===== config.mk =====
export PLATFORM = sky130hd
export DESIGN_NAME = rtos_nios2_qsys_0_oci_dct_packer
export DESIGN_NICKNAME = d
export VERILOG_FILES = /design/src/rtl/rtos_nios2_qsys_0_oci_dct_pkg.sv /design/src/rtl/rtos_nios2_qsys_0_oci_dct_slot_insert.sv /design/src/rtl/rtos_nios2_qsys_0_oci_dct_packer.sv
export SDC_FILE = /design/constraint.sdc
export NUM_CORES = 1
export LEC_CHECK = 0
export CORE_MARGIN = 4
export CORE_UTILIZATION = 48
export DETAILED_ROUTE_END_ITERATION = 8
export GPL_ROUTABILITY_DRIVEN = 0
export MAX_ROUTING_LAYER = met4
export PLACE_DENSITY = 0.87
export SKIP_LAST_GASP = 1
export SLEW_MARGIN = 10
export SYNTH_ARGS = -nofsm -noshare
export SYNTH_HDL_FRONTEND = slang
export SYNTH_SLANG_ARGS = --single-unit

===== constraint.sdc =====
create_clock -name clk -period 3.38 [get_ports clk]
set_input_delay 0.676 -clock clk [delete_from_list [all_inputs] [get_ports clk]]
set_output_delay 0.676 -clock clk [all_outputs]
set_load 0.02 [all_outputs]

===== src/rtl/rtos_nios2_qsys_0_oci_dct_pkg.sv =====
// Shared widths, FSM encoding and slot helpers for the OCI data-capture-trace frame packer.
package rtos_nios2_qsys_0_oci_dct_pkg;

  localparam int DCT_BUF_W = 30;
  localparam int DCT_CNT_W = 4;
  localparam int DCT_SLOTS = 15;
  localparam int SYM_W     = 8;

  typedef enum logic [1:0] {
    RUN    = 2'd0,
    ENDING = 2'd1,
    ENDED  = 2'd2
  } dct_state_t;

  // sym_len carries slots-1; one extra bit so acc_cnt + slots cannot wrap.
  function automatic logic [DCT_CNT_W:0] sym_slots(input logic [1:0] len);
    return {3'b000, len} + 5'd1;
  endfunction

endpackage


===== src/rtl/rtos_nios2_qsys_0_oci_dct_slot_insert.sv =====
// Masks a trace symbol to its declared slot count and ORs it into the accumulator at a slot offset.
module rtos_nios2_qsys_0_oci_dct_slot_insert
  import rtos_nios2_qsys_0_oci_dct_pkg::*;
(
  input  logic [DCT_BUF_W-1:0] acc_i,
  input  logic [DCT_CNT_W-1:0] slot_i,
  input  logic [1:0]           len_i,
  input  logic [SYM_W-1:0]     data_i,
  output logic [DCT_BUF_W-1:0] sym_o,
  output logic [DCT_BUF_W-1:0] merged_o
);

  logic [SYM_W-1:0] masked;

  // Slot gi is live only when it lies within the symbol's declared length.
  for (genvar gi = 0; gi < SYM_W / 2; gi++) begin : g_slot
    assign masked[2*gi +: 2] = (len_i >= 2'(gi)) ? data_i[2*gi +: 2] : 2'b00;
  end

  assign sym_o    = {{(DCT_BUF_W - SYM_W){1'b0}}, masked};
  assign merged_o = acc_i | (sym_o << {slot_i, 1'b0});

endmodule


===== src/rtl/rtos_nios2_qsys_0_oci_dct_packer.sv =====
// Packs 1..4-slot trace symbols LSB-first into 30-bit DCT frames, hands them off over
// valid/ready, and runs the end-of-test handshake that flushes any partial frame.
module rtos_nios2_qsys_0_oci_dct_packer
  import rtos_nios2_qsys_0_oci_dct_pkg::*;
(
  input  logic                 clk,
  input  logic                 reset,
  input  logic                 sym_valid,
  output logic                 sym_ready,
  input  logic [1:0]           sym_len,
  input  logic [SYM_W-1:0]     sym_data,
  input  logic                 end_req,
  output logic                 frame_valid,
  input  logic                 frame_ready,
  output logic [DCT_BUF_W-1:0] dct_buffer,
  output logic [DCT_CNT_W-1:0] dct_count,
  output logic                 test_ending,
  output logic                 test_has_ended,
  output logic [15:0]          frames_sent
);

  dct_state_t           state_q, state_d;
  logic [DCT_BUF_W-1:0] acc_q, acc_d;
  logic [DCT_CNT_W-1:0] acc_cnt_q, acc_cnt_d;
  logic [DCT_BUF_W-1:0] buf_q, buf_d;
  logic [DCT_CNT_W-1:0] cnt_q, cnt_d;
  logic                 fv_q, fv_d;
  logic [15:0]          sent_q, sent_d;

  logic [DCT_CNT_W:0]   slots;
  logic [DCT_CNT_W:0]   fill_sum;
  logic                 fits;
  logic                 acc_empty;
  logic                 close;
  logic                 frame_taken;
  logic                 load_out;
  logic                 ready_int;
  logic                 accept;
  logic [DCT_BUF_W-1:0] sym_ext;
  logic [DCT_BUF_W-1:0] acc_merged;

  rtos_nios2_qsys_0_oci_dct_slot_insert u_slot_insert (
    .acc_i    (acc_q),
    .slot_i   (acc_cnt_q),
    .len_i    (sym_len),
    .data_i   (sym_data),
    .sym_o    (sym_ext),
    .merged_o (acc_merged)
  );

  assign slots       = sym_slots(sym_len);
  assign fill_sum    = {1'b0, acc_cnt_q} + slots;
  assign fits        = fill_sum <= 5'(DCT_SLOTS);
  assign acc_empty   = (acc_cnt_q == '0);
  // A frame closes when full, when the offered symbol would overflow it, or when flushing.
  assign close       = (acc_cnt_q == 4'(DCT_SLOTS))
                    || (sym_valid && !fits && !acc_empty)
                    || (state_q == ENDING && !acc_empty);
  assign frame_taken = fv_q && frame_ready;
  assign load_out    = close && (!fv_q || frame_ready);
  assign ready_int   = !reset && (state_q == RUN) && (fits || load_out);
  assign accept      = sym_valid && ready_int;

  always_comb begin
    acc_d     = acc_q;
    acc_cnt_d = acc_cnt_q;
    buf_d     = buf_q;
    cnt_d     = cnt_q;
    fv_d      = fv_q;
    sent_d    = sent_q;
    state_d   = state_q;

    if (load_out) begin
      buf_d     = acc_q;
      cnt_d     = acc_cnt_q;
      fv_d      = 1'b1;
      acc_d     = accept ? sym_ext : '0;
      acc_cnt_d = accept ? slots[DCT_CNT_W-1:0] : '0;
    end else begin
      if (frame_taken) fv_d = 1'b0;
      if (accept) begin
        acc_d     = acc_merged;
        acc_cnt_d = fill_sum[DCT_CNT_W-1:0];
      end
    end

    if (frame_taken) sent_d = sent_q + 16'd1;

    // ENDED is entered as soon as no frame will remain after this cycle's handshake.
    case (state_q)
      RUN:     if (end_req) state_d = ENDING;
      ENDING:  if (acc_empty && (!fv_q || frame_ready)) state_d = ENDED;
      ENDED:   state_d = ENDED;
      default: state_d = RUN;
    endcase
  end

  always_ff @(posedge clk) begin
    if (reset) begin
      state_q   <= RUN;
      acc_q     <= '0;
      acc_cnt_q <= '0;
      buf_q     <= '0;
      cnt_q     <= '0;
      fv_q      <= 1'b0;
      sent_q    <= '0;
    end else begin
      state_q   <= state_d;
      acc_q     <= acc_d;
      acc_cnt_q <= acc_cnt_d;
      buf_q     <= buf_d;
      cnt_q     <= cnt_d;
      fv_q      <= fv_d;
      sent_q    <= sent_d;
    end
  end

  assign sym_ready      = ready_int;
  assign frame_valid    = fv_q;
  assign dct_buffer     = buf_q;
  assign dct_count      = cnt_q;
  assign test_ending    = (state_q != RUN);
  assign test_has_ended = (state_q == ENDED);
  assign frames_sent    = sent_q;

endmodule


After elaboration in Yosys (flattened, before gate mapping)
Index checks and enable logic that the tools add are counted.
{"block": "op_classes", "mul": 0, "bitwise_logic": 1, "mux": 15, "eq_ne": 5, "n_lt_le_gt_ge": 5, "reduce_logical": 23, "addsub": 3, "n_shift": 1, "div_mod_pow": 0}
{"op": "30-bit two-way mux", "count": 2}
{"op": "30-bit bitwise OR", "count": 1}
{"op": "8-bit by 5-bit << shifter with 30-bit output", "count": 1}
{"op": "16-bit by 1-bit adder with 16-bit output (second input constant)", "count": 1}
{"op": "2-bit two-way mux", "count": 6}
{"op": "1-bit logical AND", "count": 9}
{"op": "4-bit two-way mux", "count": 2}
{"op": "8-bit two-way mux", "count": 1}
{"op": "2-bit case mux with 3 select lines", "count": 1}
{"op": "2-bit nonzero test", "count": 3}
{"op": "4-bit by 3-bit adder with 5-bit output", "count": 1}
{"op": "5-bit by 4-bit less-or-equal comparator with 1-bit output (second input constant)", "count": 1}
{"op": "4-bit == test (second input constant)", "count": 1}
{"op": "2-bit by 1-bit >= comparator with 1-bit output (second input constant)", "count": 2}
{"op": "2-bit >= comparator (second input constant)", "count": 2}
{"op": "1-bit logical NOT", "count": 4}
{"op": "4-bit logical NOT", "count": 1}
{"op": "1-bit logical OR", "count": 4}
{"op": "2-bit by 1-bit adder with 3-bit output (second input constant)", "count": 1}
{"op": "3-bit two-way mux", "count": 1}
{"op": "2-bit by 1-bit == test with 1-bit output (second input constant)", "count": 1}
{"op": "2-bit == test (second input constant)", "count": 1}
{"op": "2-bit logical NOT", "count": 1}
{"op": "1-bit two-way mux", "count": 2}
{"op": "3 further kinds", "count": 3}
{"block": "word_totals", "inputBits": 15, "rom_bits": 0, "regBits": 87, "n_memories": 0, "wordCells": 60, "mem_bits_rw": 0, "latch_bits": 0}

Longest topological paths before layout
Gate-level depths: netlist of the first run.
{"block": "logic_depth", "word_depth": 14, "mapped_depth": 11, "depth_no_buf": 9}

By module
From an unflattened synthesis of the first run, not the netlist that was laid out.
{"block": "unflattened", "hier_cells": 580, "hier_area_um2": 4558.1}
{"module": "rtos_nios2_qsys_0_oci_dct_packer", "n_inst": 1, "seq_area_each_um2": 1741.7, "area_each_um2": 3738.6, "cells_each": 463}
{"module": "rtos_nios2_qsys_0_oci_dct_slot_insert", "n_inst": 1, "seq_area_each_um2": 0.0, "area_each_um2": 819.5, "cells_each": 117}

Worst setup path after synthesis of the first run
Ideal clock, no wire load.
{"block": "synth_timing", "kind": "input port to output port", "startpoint": "input sym_len[0]", "endpoint": "output sym_ready", "slack_ps": -254, "arrival_ps": 2958, "cell_stages": 10, "path_cell_list": "inv_1 > ha_1 > inv_1 > fa_1 > or2_1 > a221o_1 > a21o_1 > buf_6 > buf_6 > a211oi_2"}
{"block": "synth_between", "elab_chain_cells": 11}
{"item": "start: declaration", "line_no": "rtos_nios2_qsys_0_oci_dct_packer.sv:10", "rtl": "input logic [1:0] sym_len,"}
{"item": "2-bit by 1-bit adder with 3-bit output *", "line_no": "rtos_nios2_qsys_0_oci_dct_pkg.sv:17", "rtl": "return {3'b000, len} + 5'd1;"}
{"item": "4-bit by 3-bit adder with 5-bit output *", "line_no": "rtos_nios2_qsys_0_oci_dct_packer.sv:52", "rtl": "assign fill_sum = {1'b0, acc_cnt_q} + slots;"}
{"item": "5-bit by 4-bit less-or-equal comparator with 1-bit output *", "line_no": "rtos_nios2_qsys_0_oci_dct_packer.sv:53", "rtl": "assign fits = fill_sum <= 5'(DCT_SLOTS);"}
{"item": "1-bit logical NOT", "line_no": "rtos_nios2_qsys_0_oci_dct_packer.sv:57", "rtl": "|| (sym_valid && !fits && !acc_empty)"}
{"item": "1-bit logical AND (2 in a row)", "line_no": "rtos_nios2_qsys_0_oci_dct_packer.sv:57"}
{"item": "1-bit logical OR", "line_no": "rtos_nios2_qsys_0_oci_dct_packer.sv:57"}
{"item": "1-bit logical OR", "line_no": "rtos_nios2_qsys_0_oci_dct_packer.sv:58", "rtl": "|| (state_q == ENDING && !acc_empty);"}
{"item": "1-bit logical AND", "line_no": "rtos_nios2_qsys_0_oci_dct_packer.sv:60", "rtl": "assign load_out = close && (!fv_q || frame_ready);"}
{"item": "1-bit logical OR *", "line_no": "rtos_nios2_qsys_0_oci_dct_packer.sv:61", "rtl": "assign ready_int = !reset && (state_q == RUN) && (fits || load_out);"}
{"item": "1-bit logical AND *", "line_no": "rtos_nios2_qsys_0_oci_dct_packer.sv:61"}
{"item": "end: declaration", "line_no": "rtos_nios2_qsys_0_oci_dct_packer.sv:9", "rtl": "output logic sym_ready,"}
Mark *: on every way between the ends. The rest lies on a longest branch, timed or not.

Final worst setup path of the first run
Same ends and word-level chain as after synthesis.

==> impl_metrics.yaml, run 1 <==
clocking:
  clock_tree_sinks: 87
  cts_tree: "done"
  clock_insertion_delay_at_the_later_pin_of_the_skew_report_ns: 0.37
  ctsLongestPathBuffers: 2
  h-tree-depth: 3
  clkSlewWorstSetupHoldPaths_ns: 0.10
  cts_hold_buffers: 0
  numCtsBuffers: 9
  ctsRootBufferMaster: "clkbuf_8"
worst_setup_path:
  cp_data_arrival_time_ns: 2.63
  critical_path.endpoint_type: "output port"
  worstSetupPathType: "in -> out"
  rrSetupSlack_ns: 0.75
  start_kind: "input pin"
  worst_path_required_ns: 2.70
  crit_path_max_fanout: 3
floorplan:
  starting_density_of_the_core: 0.491
  floorplan.die.height_um: 99.2
  io_pins: 69
  floorplan.die_area_um2: 9840
  num_rows: 33
  die-width_um: 99.2
  floorplan.core_area_um2: 8130
logic_synthesis:
  postSynthCellCount: 482
  synth_nets: 509
  synth-main-ff-cell: "dfxtp_1"
  yosys_warnings: 0
  ys_ff_latch: 87
  synth-edff-count: 0
  async_flop_share: 0
  synthDistinctLibCells: 55
  yosysSeqAreaShare: 0.436
  synthesis.area_per_instance_um2: 8.28
  cell_area_after_synthesis_um2: 3990
drt:
  wl_per_cell_um: 14.9
  dr_total_vias: 3748
  detail-route-antenna-nets: 0
  route.final.wire_length_um: 10000
  drt_pass1_iterations: 5
  drt-vias-per-instance: 5.58
  drt_iter0_markers: 269
  post-route-drc-count: 0
global_routing:
  first_pass_grt_wire_length_um: 17000
  grt_max_degree: 46
  globalRouteTotalUtil: 0.213
  globalRouteOverflowTotal: 0
  via_count_of_the_first_global_routing_pass: 3766
  number_of_antenna_violations_at_the_first_check_in_global_routing: 0
pwr:
  leakage_nw: 1.78
  power_per_cell_area_nw_per_um2: 447
  peakVddDrop_mv: 0.190
timing:
  final.period_utilization: 0.979
  report.final.slew_viol_count: 0
  max_freq_mhz: 302
  finClkSkew_ns: 0.0145
  rsz0062_at_grt: "no"
  worstMarginPinSlew_ns: 0.733
  final_hold_viol_count: 0
  slew-limit-headroom: 0.510
  holdWs_ns: 0.457
  timing.final.crit_period_ns: 3.31
  setup_viol: 0
  tns_ns: 0
status:
  run_status: "finished, final reports clean"
final_layout:
  antennaDiodeCount: 0
  finish.net_count: 589
  fraction_of_layout_cells_with_a_size_suffix_above_1: 0.125
  area_growth_syn_to_layout_pct: 28.0
flow_run:
  max-cap-violations: 0
place:
  numPortBuffers: 68
  place.detailed.hpwl_um: 7380
hold_path:
  worst_hold_path_type: "reg -> reg"
synthesized netlist by cell type, drive strengths merged (11+ instances only):
cell | instances | area share
ha | 11 | 0.034
nand2 | 88 | 0.083
nor2 | 42 | 0.040
a31oi | 13 | 0.020
o21ai | 16 | 0.020
inv | 21 | 0.020
buf | 17 | 0.032
dfxtp | 87 | 0.44
a21oi | 57 | 0.075
clkbuf | 11 | 0.010
worst paths after layout:
kind                     start        end  cells after the start
setup / recovery    sym_len[0]  sym_ready                     10
hold / removal       acc_q[20]  acc_q[20]                      2
setup reg to reg  acc_cnt_q[0]  acc_q[16]                     11
hold reg to reg      acc_q[20]  acc_q[20]                      2
state kept, by name, summed over array words and instances (netlist names):
signal       flops
acc_q           30
dct_buffer      30
frames_sent     16
acc_cnt_q        4
dct_count        4
state_q          2
frame_valid      1
kinds of logic after synthesis:
| family | after synthesis | share of synthesized area |
|---|---|---|
| AOI/OAI and AO/OA | 130 | 0.207 |
| xor gates and xnor gates | 14 | 0.0307 |
| adders and majority gates | 12 | 0.0395 |
| buffers and inverters | 50 | 0.0630 |
| DFF | 87 | 0.436 |
| muxes | 10 | 0.0269 |
| and+or+nand+nor | 179 | 0.196 |
area by class of cell:
class	count	area, um^2
well taps	105	131
clock buffers	9	124
fillers	677	3020
multi-input cells	345	2030
clock inverters	7	71.3
flip-flops and latches	87	1740
repair buffers	97	925
inverters	22	85.1
per-stage QoR:
step                instances   util  setup slack [ns]  area, um^2  total power, mW
floorplan                 482      -           0.00425        4020             1.43
global placement          654  0.602            -0.763        4890             1.56
detailed placement        654  0.602            -0.826        4890             1.59
CTS                       672  0.626            0.0151        5090             2.29
global route              672  0.629           0.00298        5110             2.39
finish                    672  0.629            0.0710        5110             2.28
report_power, final:
part           total [mW]  internal [mW]  switching, mW  leakage, nW
clock network       0.700          0.287          0.413       0.0991
registers            1.08           1.06         0.0259        0.702
logic               0.500          0.203          0.297        0.978
total                2.28           1.55          0.736         1.78
critical path: stages:
cell and delay [ns]:
buf_4 0.10, inv_4 0.05, ha_4 0.26, inv_2 0.04, fa_2 0.34, or2_1 0.26, a221o_1 0.32, a21o_1 0.20
a211oi_4 0.23, buf_6 0.15
metal layers:
metal	vias to the layer above	share of wire	track usage
met3	36	0.062	0.0491
met4	0	0.023	0.0788
li1	1823	-	-
met1	1737	0.44	0.263
met5	-	0	-
met2	152	0.47	0.341
layout by cell type (no fill, tap or decap), types with 4 or more instances in the layout:
cell type,instances
o21a_1,6
a21oi_1,55
mux2i_1,4
inv_1,17
or3_1,5
dfxtp_1,87
clkbuf_8,9
nand3_1,10
mux2_2,6
xnor2_1,9
nor2_1,41
a31oi_1,13
o21ai_0,15
clkdlybuf4s50_1,64
nand2_1,87
nor3_1,10
xor2_1,5
o22a_1,4
o22ai_1,10
buf_4,27
ha_1,9
nand2b_1,9
what timing repair did:
item	4_1_cts	5_1_grt
buffers inserted	2	0
setup endpoints to repair	1	1
pin swaps	5	4
gates resized for setup	16	4
(Power assumes the default switching activity.)
==> inputs of run 2 (changes only) <==
==> constraint.sdc (replaced) <==
create_clock -name clk -period 3.38 [get_ports clk]
set_input_delay 0.338 -clock clk [delete_from_list [all_inputs] [get_ports clk]]
set_output_delay 0.338 -clock clk [all_outputs]
set_load 0.02 [all_outputs]
==> run 2 against run 1 <==
Effect of this change:
- register-to-register slack worse by 0.08 ns
- largest cell class unchanged
- worst setup slack better by 0.11 ns
- critical endpoint unchanged
- sequential power about the same
- critical path type unchanged
- sequential share of layout area up 0.55 points
- hold slack worse by 0.029 ns
- clock skew down 0.0027 ns
==> impl_metrics.yaml, run 2 (same netlist as run 1, synthesis figures left out) <==
drt:
  dr_total_vias: 3796
  wl_per_cell_um: 15.4
  post-route-drc-count: 0
  drt-vias-per-instance: 5.72
  drt_iter0_markers: 389
  detail-route-antenna-nets: 0
  route.final.wire_length_um: 10200
  drt_pass1_iterations: 6
worst_setup_path:
  reg2reg_from: "acc_cnt_q[1]"
  critical_path_buf_inv_count: 4
  path_cells: "clkdlybuf4s50_1, inv_1, ha_1, inv_1, fa_1, or2_1, a221o_1, a21o_1, a211oi_2, clkbuf_2"
  cp_data_arrival_time_ns: 2.86
  worst_path_required_ns: 3.04
  crit_path_max_fanout: 3
  number_of_cells_on_the_worst_reg_to_reg_path: 9
  worstSetupPathType: "in -> out"
  critical_path.endpoint_type: "output port"
  slowest_stage: "clkdlybuf4s50_1"
  r2r-end: "acc_q[12]"
  timing.critical_path.max_delay_family: "buffers and inverters"
  start_kind: "input pin"
  rrSetupSlack_ns: 0.67
  slowest_delay_ns: 0.48
  critical_path.most_common_cell: "inv_1"
clocking:
  post-cts-setup-buffers: 0
  ctsLongestPathBuffers: 2
  h-tree-depth: 3
  clock_tree_sinks: 87
  numCtsBuffers: 9
  ctsRootBufferMaster: "clkbuf_8"
  cts_tree: "done"
  clkSlewWorstSetupHoldPaths_ns: 0.09
  clock_insertion_delay_at_the_later_pin_of_the_skew_report_ns: 0.37
floorplan:
  floorplan.core_area_um2: 8130
  io_pins: 69
  floorplan.die_area_um2: 9840
  floorplan.die.height_um: 99.2
  num_rows: 33
  starting_density_of_the_core: 0.491
  die-width_um: 99.2
timing:
  setup_viol: 0
  rsz0062_at_grt: "no"
  max_freq_mhz: 313
  final.setup.worst_slack_ns: 0.184
  report.final.slew_viol_count: 0
  slew-limit-headroom: 0.565
  tns_ns: 0
  finClkSkew_ns: 0.0118
  timing.final.crit_period_ns: 3.20
  final.period_utilization: 0.946
  worstMarginPinSlew_ns: 0.651
  final_hold_viol_count: 0
global_routing:
  globalRouteTotalUtil: 0.217
  number_of_antenna_violations_at_the_first_check_in_global_routing: 0
  grt_max_degree: 60
  via_count_of_the_first_global_routing_pass: 3669
  globalRouteOverflowTotal: 0
  first_pass_grt_wire_length_um: 17100
final_layout:
  fraction_of_layout_cells_with_a_size_suffix_above_1: 0.0984
  instances_no_fill: 664
  final_cell_area_um2: 5030
  final_cell_mix: "nand2_1 (87), dfxtp_1 (87), clkdlybuf4s50_1 (66)"
  area_growth_syn_to_layout_pct: 26.0
  antennaDiodeCount: 0
  finish.net_count: 581
  fill_count: 663
place:
  dp.cells: 648
  place_area_um2: 4830
  post_place_setup_slack_ns: -0.265
  numPortBuffers: 68
  place.detailed.hpwl_um: 7210
hold_path:
  hp-start: "reset"
  worst_hold_path_type: "in -> reg"
  min_delay_path_depth: 3
  whs_endpoint: "acc_q[4]"
status:
  run_status: "finished, final reports clean"
pwr:
  peakVddDrop_mv: 0.340
  p_total_mw: 2.32
  power_per_cell_area_nw_per_um2: 461
  leakage_nw: 1.75
flow_run:
  max-cap-violations: 0
==> run 2: changes by cell type in the layout (fill, tap and decap cells not counted), moves of 2 or more <==
cell and change:
buf_4 -9, inv_1 +3, clkdlybuf4s50_1 +2, clkinv_4 -2, ha_1 +2, inv_2 -2, ha_4 -2
==> run 2: tightest hold or removal path, stage by stage <==
cell	delay [ns]
buf_2	0.09
inv_1	0.16
o311a_1	0.16
==> run 2: where the power goes <==
group	leakage, nW	switching [mW]	total, mW	internal, mW
Combinational	0.939	0.289	0.473	0.184
Sequential	0.702	0.0208	1.08	1.06
Clock	0.104	0.396	0.767	0.371
Total	1.75	0.706	2.32	1.61
==> run 2: repair_timing <==
item                       CTS  global route
hold buffers                 0             0
gates resized for setup      1             2
setup endpoints to repair    1             1
==> run 2: worst max-delay path by stage <==
stage | from | to | slack, ns | depth (start not counted)
2_1_floorplan | acc_cnt_q[1] | sym_ready | 0.39 | 9
3_5_place_dp | sym_len[0] | sym_ready | -0.27 | 10
5_1_grt | sym_len[0] | sym_ready | 0.05 | 10
3_3_place_gp | sym_len[0] | sym_ready | -0.23 | 10
6_report | sym_len[0] | sym_ready | 0.18 | 10
4_1_cts | sym_len[0] | sym_ready | 0.02 | 10
==> run 2: final cells by class <==
cell class              count  area, um^2  area share
well taps                 105         131      0.0261
multi-input cells         345        2000       0.397
inverters                  22        82.6      0.0164
flip-flops and latches     87        1740       0.346
clock buffers              10         138      0.0274
repair buffers             89         866       0.172
clock inverters             6        72.6      0.0144
==> run 2: metrics by stage <==
| step | utilization | hold WS, ns |
|---|---|---|
| after floorplan | - | 0.426 |
| after CTS | 0.619 | 0.416 |
| after detailed placement | 0.593 | 0.445 |
| final | 0.619 | 0.428 |
| after global placement | 0.593 | 0.438 |
| after global routing | 0.619 | 0.450 |
==> run 2: routing by layer <==
layer | track usage | part of all wire
met5 | - | 0
met2 | 0.345 | 0.48
met1 | 0.265 | 0.42
met3 | 0.0519 | 0.076
met4 | 0.0893 | 0.025
